--- config.mk ---
export PLATFORM = sky130hd
export DESIGN_NAME = sad7_min_tracker
export DESIGN_NICKNAME = d
export VERILOG_FILES = /design/src/rtl/sad_pkg.sv /design/src/rtl/sad_min2.sv /design/src/rtl/sad7_min_tracker.sv
export SDC_FILE = /design/constraint.sdc
export NUM_CORES = 1
export LEC_CHECK = 0
export BUFFER_PORTS_ARGS = -buffer_cell sky130_fd_sc_hd__buf_2
export CORE_ASPECT_RATIO = 1.25
export CORE_UTILIZATION = 34
export CTS_CLUSTER_SIZE = 12
export DETAILED_ROUTE_END_ITERATION = 8
export GPL_TIMING_DRIVEN = 0
export PLACE_DENSITY = 0.62
export REMOVE_ABC_BUFFERS = 1
export SKIP_CTS_REPAIR_TIMING = 1
export SYNTH_ARGS = -nofsm -noshare
export SYNTH_HDL_FRONTEND = slang
export SYNTH_SLANG_ARGS = --single-unit
export TNS_END_PERCENT = 50
--- constraint.sdc ---
create_clock -name clk -period 4.04 [get_ports clk]
set_input_delay 0.606 -clock clk [delete_from_list [all_inputs] [get_ports clk]]
set_output_delay 0.606 -clock clk [all_outputs]
set_load 0.01 [all_outputs]
--- src/rtl/sad_pkg.sv ---
// Shared SAD pipeline types: widths, stage-7 FSM states and the index/value
// candidate record passed between SAD6 and SAD7.
package sad_pkg;

  localparam int IDX_W = 16;
  localparam int VAL_W = 14;
  localparam int CNT_W = 16;

  typedef enum logic [1:0] {
    IDLE,
    SEARCH,
    DONE
  } state_t;

  typedef struct packed {
    logic [IDX_W-1:0] index;
    logic [VAL_W-1:0] value;
  } cand_t;

endpackage

--- src/rtl/sad_min2.sv ---
// Two-way candidate minimum; ties resolve to the first operand so that
// lane A beats lane B and an older running minimum beats a newer one.
module sad_min2 #(
  parameter type candT = sad_pkg::cand_t
) (
  input  candT first,
  input  candT second,
  output candT smaller
);

  assign smaller = (second.value < first.value) ? second : first;

endmodule

--- src/rtl/sad7_min_tracker.sv ---
// SAD stage 7: folds the per-cycle A/B partial minima into a window-wide
// minimum and presents the winner under a Done/ResultAck handshake.
module sad7_min_tracker import sad_pkg::*; #(
  parameter int IDX_W = sad_pkg::IDX_W,
  parameter int VAL_W = sad_pkg::VAL_W,
  parameter int CNT_W = sad_pkg::CNT_W
) (
  input  logic             clk,
  input  logic             rst,
  input  logic             Start,
  input  logic             SAD7_TriggerBoss,
  input  logic [IDX_W-1:0] SAD7_IndexOfMinA,
  input  logic [VAL_W-1:0] SAD7_ValueOfMinA,
  input  logic [IDX_W-1:0] SAD7_IndexOfMinB,
  input  logic [VAL_W-1:0] SAD7_ValueOfMinB,
  input  logic             ResultAck,
  output logic             Busy,
  output logic             Done,
  output logic [IDX_W-1:0] BestIndex,
  output logic [VAL_W-1:0] BestValue,
  output logic [CNT_W-1:0] PairCount
);

  typedef struct packed {
    logic [IDX_W-1:0] index;
    logic [VAL_W-1:0] value;
  } candP_t;

  state_t           state;
  logic             firstFlag;
  candP_t           runMin;
  candP_t           candA;
  candP_t           candB;
  candP_t           pairWin;
  candP_t           foldWin;
  candP_t           nextMin;
  logic [CNT_W-1:0] cnt;
  logic [CNT_W-1:0] cntNext;

  assign candA = '{index: SAD7_IndexOfMinA, value: SAD7_ValueOfMinA};
  assign candB = '{index: SAD7_IndexOfMinB, value: SAD7_ValueOfMinB};

  sad_min2 #(.candT(candP_t)) uPair (
    .first  (candA),
    .second (candB),
    .smaller(pairWin)
  );

  // Running minimum goes first so an equal later value never displaces it.
  sad_min2 #(.candT(candP_t)) uFold (
    .first  (runMin),
    .second (pairWin),
    .smaller(foldWin)
  );

  // First pair loads unconditionally: no sentinel, so the max value is legal.
  assign nextMin = firstFlag ? pairWin : foldWin;
  assign cntNext = (&cnt) ? cnt : cnt + CNT_W'(1);

  always_ff @(posedge clk or posedge rst) begin
    if (rst) begin
      state     <= IDLE;
      firstFlag <= 1'b0;
      runMin    <= '0;
      cnt       <= '0;
      Busy      <= 1'b0;
      Done      <= 1'b0;
      BestIndex <= '0;
      BestValue <= '0;
      PairCount <= '0;
    end else begin
      case (state)
        IDLE: begin
          if (Start) begin
            state     <= SEARCH;
            firstFlag <= 1'b1;
            cnt       <= '0;
            Busy      <= 1'b1;
          end
        end
        SEARCH: begin
          runMin    <= nextMin;
          firstFlag <= 1'b0;
          cnt       <= cntNext;
          if (SAD7_TriggerBoss) begin
            BestIndex <= nextMin.index;
            BestValue <= nextMin.value;
            PairCount <= cntNext;
            Busy      <= 1'b0;
            Done      <= 1'b1;
            state     <= DONE;
          end
        end
        DONE: begin
          if (ResultAck) begin
            Done  <= 1'b0;
            state <= IDLE;
          end
        end
        default: begin
          state <= IDLE;
          Busy  <= 1'b0;
          Done  <= 1'b0;
        end
      endcase
    end
  end

endmodule
== After elaboration in Yosys (flattened, before gate mapping) ==
Cells that the tools add are included.
Widths: inputs -> output; s select.

* Multiplexer cells: 17
* Reductions and logical operators: 8
* Equal/unequal tests: 5
* Magnitude comparators: 2
* Bitwise operators: 2
* Add/subtract/negate cells: 1

{| class="wikitable"
|+ Operators by type and width
! cell !! count
|-
| $mux 30 || 3
|-
| $mux 16 || 2
|-
| $pmux 16 s2 || 1
|-
| $lt 14x14->1 || 2
|-
| $add 16x1->16 const B || 1
|-
| $reduce_and 16->1 || 1
|-
| $reduce_and 3->1 || 3
|-
| $mux 2 || 3
|-
| $ne 2x2->1 const B || 3
|-
| $pmux 1 s3 || 2
|-
| $pmux 2 s3 || 1
|-
| $mux 1 || 4
|-
| $reduce_and 2->1 || 2
|-
| $eq 2x1->1 const B || 1
|-
| $eq 2x2->1 const B || 1
|-
| $logic_not 2->1 || 1
|-
| $not 1->1 || 2
|-
| $pmux 1 s2 || 1
|-
| $reduce_bool 2->1 || 1
|}

* Input port bits: 65
* Register bits: 97
* Output and inout bits: 48
* Word-level logic and storage cells: 45

== Longest topological paths before layout ==
Gate-level depths: netlist of the first run.

* Depth after elaboration: 5
* Gate-level depth with buffers: 18

== Cells and area by module ==
A second synthesis of the first run with hierarchy kept.

* Cells, all modules: 596
* Area total of the unflattened synthesis: 5738.0 um^2

{| class="wikitable"
|+ By module, submodules not included
! module !! cells each !! times used !! area an instance (um^2) !! sequential area each (um^2)
|-
| sad7_min_tracker || 438 || 1 || 4349.2 || 2427.3
|-
| sad_min2 || 79 || 2 || 694.4 || 0.0
|}

== Worst setup path before layout of the first run ==
Ideal clock, no wire load.

* Path type: input to register
* From: input SAD7_ValueOfMinA[11]
* To: register runMin[0] (netlist bit)
* Required time: 3.915 ns
* Stages on the path: 17
* Setup slack: -0.200 ns
* Arrival: 4.115 ns
* Setup time: 0.125 ns
* Cell sequence: inv_1 ha_1 a211oi_1 nor2_1 a211o_1 a21oi_2 buf_4 mux2_2 ha_1 a211oi_2 o21ai_1 a211o_1 a21o_1 o311a_1 or2_1 buf_6 mux2_4

* Longest elaborated chain between the ends: 5

{| class="wikitable"
|+ RTL lines
! element !! line !! source
|-
| start: declaration || sad7_min_tracker.sv:13 || <nowiki>input logic [VAL_W-1:0] SAD7_ValueOfMinA,</nowiki>
|-
| $lt 14x14->1 || sad_min2.sv:11 || <nowiki>assign smaller = (second.value < first.value) ? second : first;</nowiki>
|-
| $mux 30 (*) || sad_min2.sv:11 ||
|-
| $lt 14x14->1 || sad_min2.sv:11 ||
|-
| $mux 30 || sad_min2.sv:11 ||
|-
| $mux 30 (*) || sad7_min_tracker.sv:57 || <nowiki>assign nextMin = firstFlag ? pairWin : foldWin;</nowiki>
|-
| end signal: assignment || sad7_min_tracker.sv:82 || <nowiki>runMin <= nextMin;</nowiki>
|-
| end: declaration || sad7_min_tracker.sv:31 || <nowiki>candP_t runMin;</nowiki>
|}

Mark *: on every way between the ends. The rest lies on a longest branch, timed or not.
A chain may end at the register's enable or synchronous reset.

== Final worst setup path of the first run ==
* From: input SAD7_ValueOfMinA[9]
* To: register BestIndex[2]

* Longest elaborated chain between the ends: 5

{| class="wikitable"
|+ RTL lines
! element !! line !! source
|-
| $lt 14x14->1 || sad_min2.sv:11 ||
|-
| $mux 30 (*) || sad_min2.sv:11 ||
|-
| $lt 14x14->1 || sad_min2.sv:11 ||
|-
| $mux 30 || sad_min2.sv:11 ||
|-
| $mux 30 (*) || sad7_min_tracker.sv:57 ||
|-
| end signal: assignment || sad7_min_tracker.sv:86 || <nowiki>BestIndex <= nextMin.index;</nowiki>
|-
| end: declaration || sad7_min_tracker.sv:19 || <nowiki>output logic [IDX_W-1:0] BestIndex,</nowiki>
|}

Marks and branches as above.

==> out/results.tsv, run 1 <==
stage	metric	value	unit
run_status	outcome	finished, violations left	
run_status	failing checks	setup timing	
floorplan	die span in y	143	µm
timing	f_max	233	MHz
cells_and_area	Fill cells	1503	
timing	min Tclk post-route	4290	ps
worst_setup_path	critical path peak fanout	15	
yosys	post-synthesis register bit count	97	
yosys	area share of the largest cell type after synthesis	44.9	%
placed_design	Placed Instances	829	
placed_design	number of port buffers	112	
timing	RSZ-0062 raised after global routing	true	
worst_setup_path	CP top delay family	compound AO/OA/AOI/OAI gates	
power_and_ir_drop	Leak	3.33	nW
timing	relative max-transition margin	21.6	%
detailed_routing	DRC violations left	0	
yosys	Post-synth EDFFs	0	
worst_setup_path	CP max stage cell	or4_4	
detailed_routing	first drt pass iteration count	4	
timing	fin. max-slew vios	0	
yosys	leading area contributor after synthesis	dfrtp_1	
clocking	H-tree levels	3	
clocking	CTS tree	done	
timing	worst clock skew	12.8	ps
global_routing	first-pass GRT wire length	22300	µm
cells_and_area	Non-Filler Instances	882	
floorplan	row count	51	
timing	final setup TNS	-9360	ps
timing	final period utilization	106	%
cells_and_area	Layout area overhead	32.8	%
yosys	share of synthesized registers carrying an async set or reset	100	%
power_and_ir_drop	Total Power	4.21	mW
worst_setup_path	WP data arrival	4570	ps
floorplan	boundary pin count	113	
global_routing	GRT Total Usage	17.5	%
cells_and_area	ant diodes	0	
timing	final hold vios	0	
detailed_routing	Post-Route WL	15500	µm
yosys	yosys warns	0	
global_routing	number of global-route vias before repair	4522	
detailed_routing	DR vias	4694	
yosys	Post-synth top flop	dfrtp_1	
timing	final setup violation count	58	
floorplan	initial core utilization	34.7	%
worst_setup_path	CP Launch Type	primary input	
cells_and_area	nets@finish	757	
floorplan	Die X	115	µm
clocking	worst skew pair latency	360	ps
global_routing	GRT Residual Overflow	0	
yosys	synthesized area	5410	µm²
floorplan	core area	15600	µm²
floorplan	Die Area	16400	µm²
timing	Final WS setup	-248	ps
placed_design	routability cong.	0.772	
worst_setup_path	CP cell instances	buf_2 > inv_1 > ha_4 > a21oi_2 > o21ai_2 > a211o_1 > a21oi_4 > buf_12 > mux2_2 > ha_1 > nand3_1 > or4_4 > nor3_1 > o311ai_2 > o21ai_4 > a221o_1	
power_and_ir_drop	PwrDens	587	nW/µm²
timing	Worst Tran Pin Value	1170	ps
clocking	clk sinks	97	
worst_setup_path	Setup CP Type	in -> reg	
worst_setup_path	CP bufs+invs	3	
yosys	Unique masters post-synth	50	
min_path	Hold WC Path Type	in -> async	
yosys	top cells by area, synth	dfrtp_1 (45%), ha_1 (6.2%), a221o_1 (5.6%)	
worst_setup_path	CP endpoint kind	register	
clocking	CTS Buf Count	9	
power_and_ir_drop	VDD IR max	0.240	mV
global_routing	largest net degree at the start of global routing	72	
global_routing	initial antenna violation count	1	
detailed_routing	routed length per placed instance	17.5	µm
detailed_routing	antenna violation net count after detailed routing	0	
clocking	clock buffer depth	2	
clocking	Worst-path clk slew	60	ps
worst_setup_path	worst path required time	4320	ps
clocking	Root Driver	clkbuf_16	
job	max cap viols	0	
detailed_routing	vias per cell	5.32	
yosys	Syn Area/Cell	10.1	µm²
yosys	Syn Inst Count	535	
detailed_routing	Initial DRC Count	225	
cells_and_area	layout cells sized above 1	39.3	%
yosys	register area share after synthesis	44.9	%
worst_setup_path	Worst path max stage delay	560	ps
placed_design	DP HPWL	9560	µm
## layout by cell type (no fill, tap or decap), types with 14 or more instances in the layout
master,Yosys,routed
nor3b_1,25,23
buf_2,9,110
a21oi_1,23,15
a221o_1,30,30
buf_4,3,25
a21oi_2,11,18
dfrtp_1,97,97
nor2_1,31,30
nand2_1,41,38
mux2_2,21,18
o21ai_0,44,40
mux2_4,10,16
nor3_1,21,19
ha_1,27,14
inv_1,31,28
## state kept, by name, summed over array words and instances, names as in the netlist
name       flops
BestIndex     16
BestValue     14
Busy           1
Done           1
PairCount     16
cnt           16
firstFlag      1
runMin        30
state          2
## cell usage after synthesis, types with 4 or more instances
master	n
dfrtp_1	97
o21ai_0	44
nand2_1	41
inv_1	31
nor2_1	31
a221o_1	30
ha_1	27
nor3b_1	25
a21oi_1	23
mux2_2	21
nor3_1	21
clkbuf_1	19
nand3_1	12
a21oi_2	11
mux2_4	10
buf_2	9
mux2i_1	8
nand4_1	6
o21ai_1	6
and3_1	5
xnor2_1	5
a211o_1	4
mux2_1	4
xor2_1	4
## per-layer routing
layer / GRT usage [%] / share of wire, % / vias up
met5: 0 / 0.084 / -
met4: 7.38 / 1.7 / 2
met3: 3.06 / 4.4 / 20
met2: 30.8 / 50 / 129
met1: 20.9 / 44 / 2333
li1: - / - / 2210
## logic make-up after synthesis
logic type	after synthesis	share of synthesized area (%)
and+or+nand+nor	156	15.0
buffers and inverters	65	5.21
AOI/OAI and AO/OA	138	17.7
muxes	43	9.46
xor gates and xnor gates	9	1.46
DFF	97	44.9
adders and majority gates	27	6.25
## through the flow
stage                     hold WS, ps  setup WS (ps)  util (%)  cell area, µm²
after detailed placement          470          -2490      39.8            6190
final                             239           -248      46.1            7180
after floorplan                   473          -2320         -            5240
after global routing              265           -375      46.1            7180
after global placement            463          -4090      39.0            6070
after CTS                         247          -2150      41.6            6480
## final timing paths
| path | cells past startpoint | slack (ps) | end | from |
|---|---|---|---|---|
| max in group asynchronous | 3 | 3120 | runMin[22] | rst |
| worst max register to register | 6 | 380 | BestIndex[2] | state[0] |
| min in group clk | 2 | 480 | PairCount[2] | PairCount[2] |
| worst min-delay path | 2 | 240 | PairCount[5] | rst |
| worst min register to register | 2 | 480 | PairCount[2] | PairCount[2] |
| worst max-delay path | 16 | -250 | BestIndex[2] | SAD7_ValueOfMinA[9] |
## cell type report
type,instances,area [µm²],share of cell area (%)
clock buffer,12,267,3.71
clock inverter,4,26.3,0.366
timing repair buffer,149,987,13.7
inverter,31,121,1.69
sequential,97,2430,33.8
multi-input combinational,377,3090,43.0
tap,212,265,3.69
## power breakdown
part	switching, mW	leakage [nW]	internal (mW)	total (mW)
Clock	0.378	0.145	0.467	0.845
Sequential	0.220	1.22	1.32	1.54
Combinational	0.941	1.97	0.890	1.83
Total	1.54	3.33	2.68	4.21
Note: power is estimated with default switching activity, not from simulation.
==> run 2, diff against run 1 <==
==> constraint.sdc (replaced) <==
create_clock -name clk -period 4.04 [get_ports clk]
set_input_delay 0.404 -clock clk [delete_from_list [all_inputs] [get_ports clk]]
set_output_delay 0.404 -clock clk [all_outputs]
set_load 0.01 [all_outputs]
==> run 2 against run 1 <==
The flow still finishes with violations (setup timing). Critical path depth up 3. Final area shrank 0.63%. Largest cell class unchanged. Largest power group unchanged. Global-route usage is the same. Clock skew grew 1.2 ps. Sequential power barely moved. Final cell count fell by 0.11%. Clock power hardly changed. Sequential share of layout area grew 0.21 points. First-iteration DRC count decreased by 9.3%. Fmax grew 6.1%. Setup slack gained 250 ps. Routed wire length decreased by 0.94%.
==> out/results.tsv, run 2 (synthesis results as in run 1) <==
stage	metric	value	unit
placed_design	area post-placement	6190	µm²
cells_and_area	Fill cells	1508	
floorplan	initial core utilization	34.7	%
timing	relative max-transition margin	21.1	%
clocking	H-tree levels	3	
detailed_routing	Initial DRC Count	204	
floorplan	Die X	115	µm
cells_and_area	number of flip-flops in the largest register	30	
worst_setup_path	worst path required time	4270	ps
clocking	Worst-path clk slew	60	ps
timing	RSZ-0062 raised after global routing	true	
cells_and_area	most flop-heavy register	runMin	
placed_design	routability cong.	0.772	
placed_design	DP HPWL	9560	µm
timing	Final WS setup	-1.01	ps
worst_setup_path	Worst path max stage delay	330	ps
timing	worst hold margin	38.1	ps
timing	final setup violation count	1	
detailed_routing	vias per cell	5.29	
worst_setup_path	Setup CP Type	in -> reg	
global_routing	GRT Total Usage	17.5	%
floorplan	row count	51	
timing	fin. max-slew vios	0	
clocking	worst skew pair latency	360	ps
floorplan	core area	15600	µm²
worst_setup_path	cell count along the critical path	19	
worst_setup_path	CP cell instances	buf_2 > inv_1 > ha_4 > a21oi_2 > o21ai_2 > a211o_1 > a21oi_4 > clkbuf_16 > mux2_4 > ha_4 > a211oi_4 > o21ai_2 > buf_4 > buf_4 > o311a_4 > buf_12 > or2_4 > buf_12 > mux2_4	
worst_setup_path	CP Launch Type	primary input	
placed_design	number of port buffers	112	
cells_and_area	ant diodes	0	
global_routing	first-pass GRT wire length	22300	µm
worst_setup_path	worst r2r src	state[0]	
timing	worst clock skew	13.9	ps
power_and_ir_drop	Total Power	4.17	mW
detailed_routing	DR vias	4664	
cells_and_area	most frequent cells in the layout	buf_2 (110), dfrtp_1 (97), o21ai_0 (43)	
cells_and_area	Final Util	45.8	%
timing	final hold vios	0	
clocking	clock buffer depth	2	
worst_setup_path	CP top delay family	compound AO/OA/AOI/OAI gates	
detailed_routing	DRC violations left	0	
run_status	failing checks	setup timing	
timing	final setup TNS	-1.01	ps
worst_setup_path	CP bufs+invs	7	
power_and_ir_drop	Leak	3.31	nW
clocking	Root Driver	clkbuf_16	
floorplan	Die Area	16400	µm²
timing	min Tclk post-route	4040	ps
cells_and_area	Layout area overhead	32.0	%
worst_setup_path	R2R cell count	6	
cells_and_area	layout cells sized above 1	38.1	%
clocking	CTS Buf Count	9	
floorplan	die span in y	143	µm
global_routing	GRT Residual Overflow	0	
cells_and_area	nets@finish	756	
worst_setup_path	CP startpoint	SAD7_ValueOfMinA[9]	
timing	Worst Tran Pin Value	1180	ps
clocking	clk sinks	97	
detailed_routing	first drt pass iteration count	4	
timing	final period utilization	100	%
detailed_routing	routed length per placed instance	17.4	µm
global_routing	initial antenna violation count	1	
global_routing	number of global-route vias before repair	4522	
detailed_routing	Post-Route WL	15300	µm
cells_and_area	most common cell after layout, fill and taps aside	buf_2	
worst_setup_path	WP data arrival	4270	ps
power_and_ir_drop	VDD IR max	0.239	mV
worst_setup_path	CP max stage cell	mux2_4	
run_status	outcome	finished, violations left	
worst_setup_path	CP endpoint kind	register	
floorplan	boundary pin count	113	
power_and_ir_drop	PwrDens	584	nW/µm²
job	max cap viols	0	
cells_and_area	fin area	7140	µm²
detailed_routing	antenna violation net count after detailed routing	0	
clocking	CTS tree	done	
min_path	Hold WC Path Type	in -> async	
timing	f_max	247	MHz
worst_setup_path	critical path peak fanout	7	
global_routing	largest net degree at the start of global routing	72	
## run 2: metrics by stage
stage               setup WS (ps)  cells
floorplan                   -2120    501
global placement            -3890    825
detailed placement          -2290    829
CTS                         -1950    845
global route                 -137    881
finish                      -1.01    881
## run 2: layout make-up
cell class / count / area, µm² / area share (%)
multi-input cells: 376 / 3050 / 42.7
clock inverters: 4 / 26.3 / 0.368
inverters: 31 / 121 / 1.70
flip-flops and latches: 97 / 2430 / 34.0
clock buffers: 12 / 267 / 3.73
well taps: 212 / 265 / 3.72
repair buffers: 149 / 983 / 13.8
## run 2: worst paths after layout
path | endpoint | slack (ps)
setup / recovery | runMin[22] | -1
hold / removal | PairCount[5] | 40
setup reg to reg | BestIndex[7] | 440
hold reg to reg | PairCount[2] | 480
max in group asynchronous | runMin[10] | 3320
min in group clk | Done | 330
## run 2: metal layers
metal  routed length, µm  share of wire, %  GRT usage [%]
met5                  13             0.085              0
met4                 297               1.9           7.38
met3                 619               4.0           3.06
met2                7690                50           30.8
met1                6690                44           20.9
## run 2: power by group
group / leakage, nW / switching (mW) / internal (mW) / total [mW]
sequential: 1.22 / 0.221 / 1.32 / 1.54
clock: 0.145 / 0.378 / 0.467 / 0.846
combinational: 1.95 / 0.917 / 0.867 / 1.78
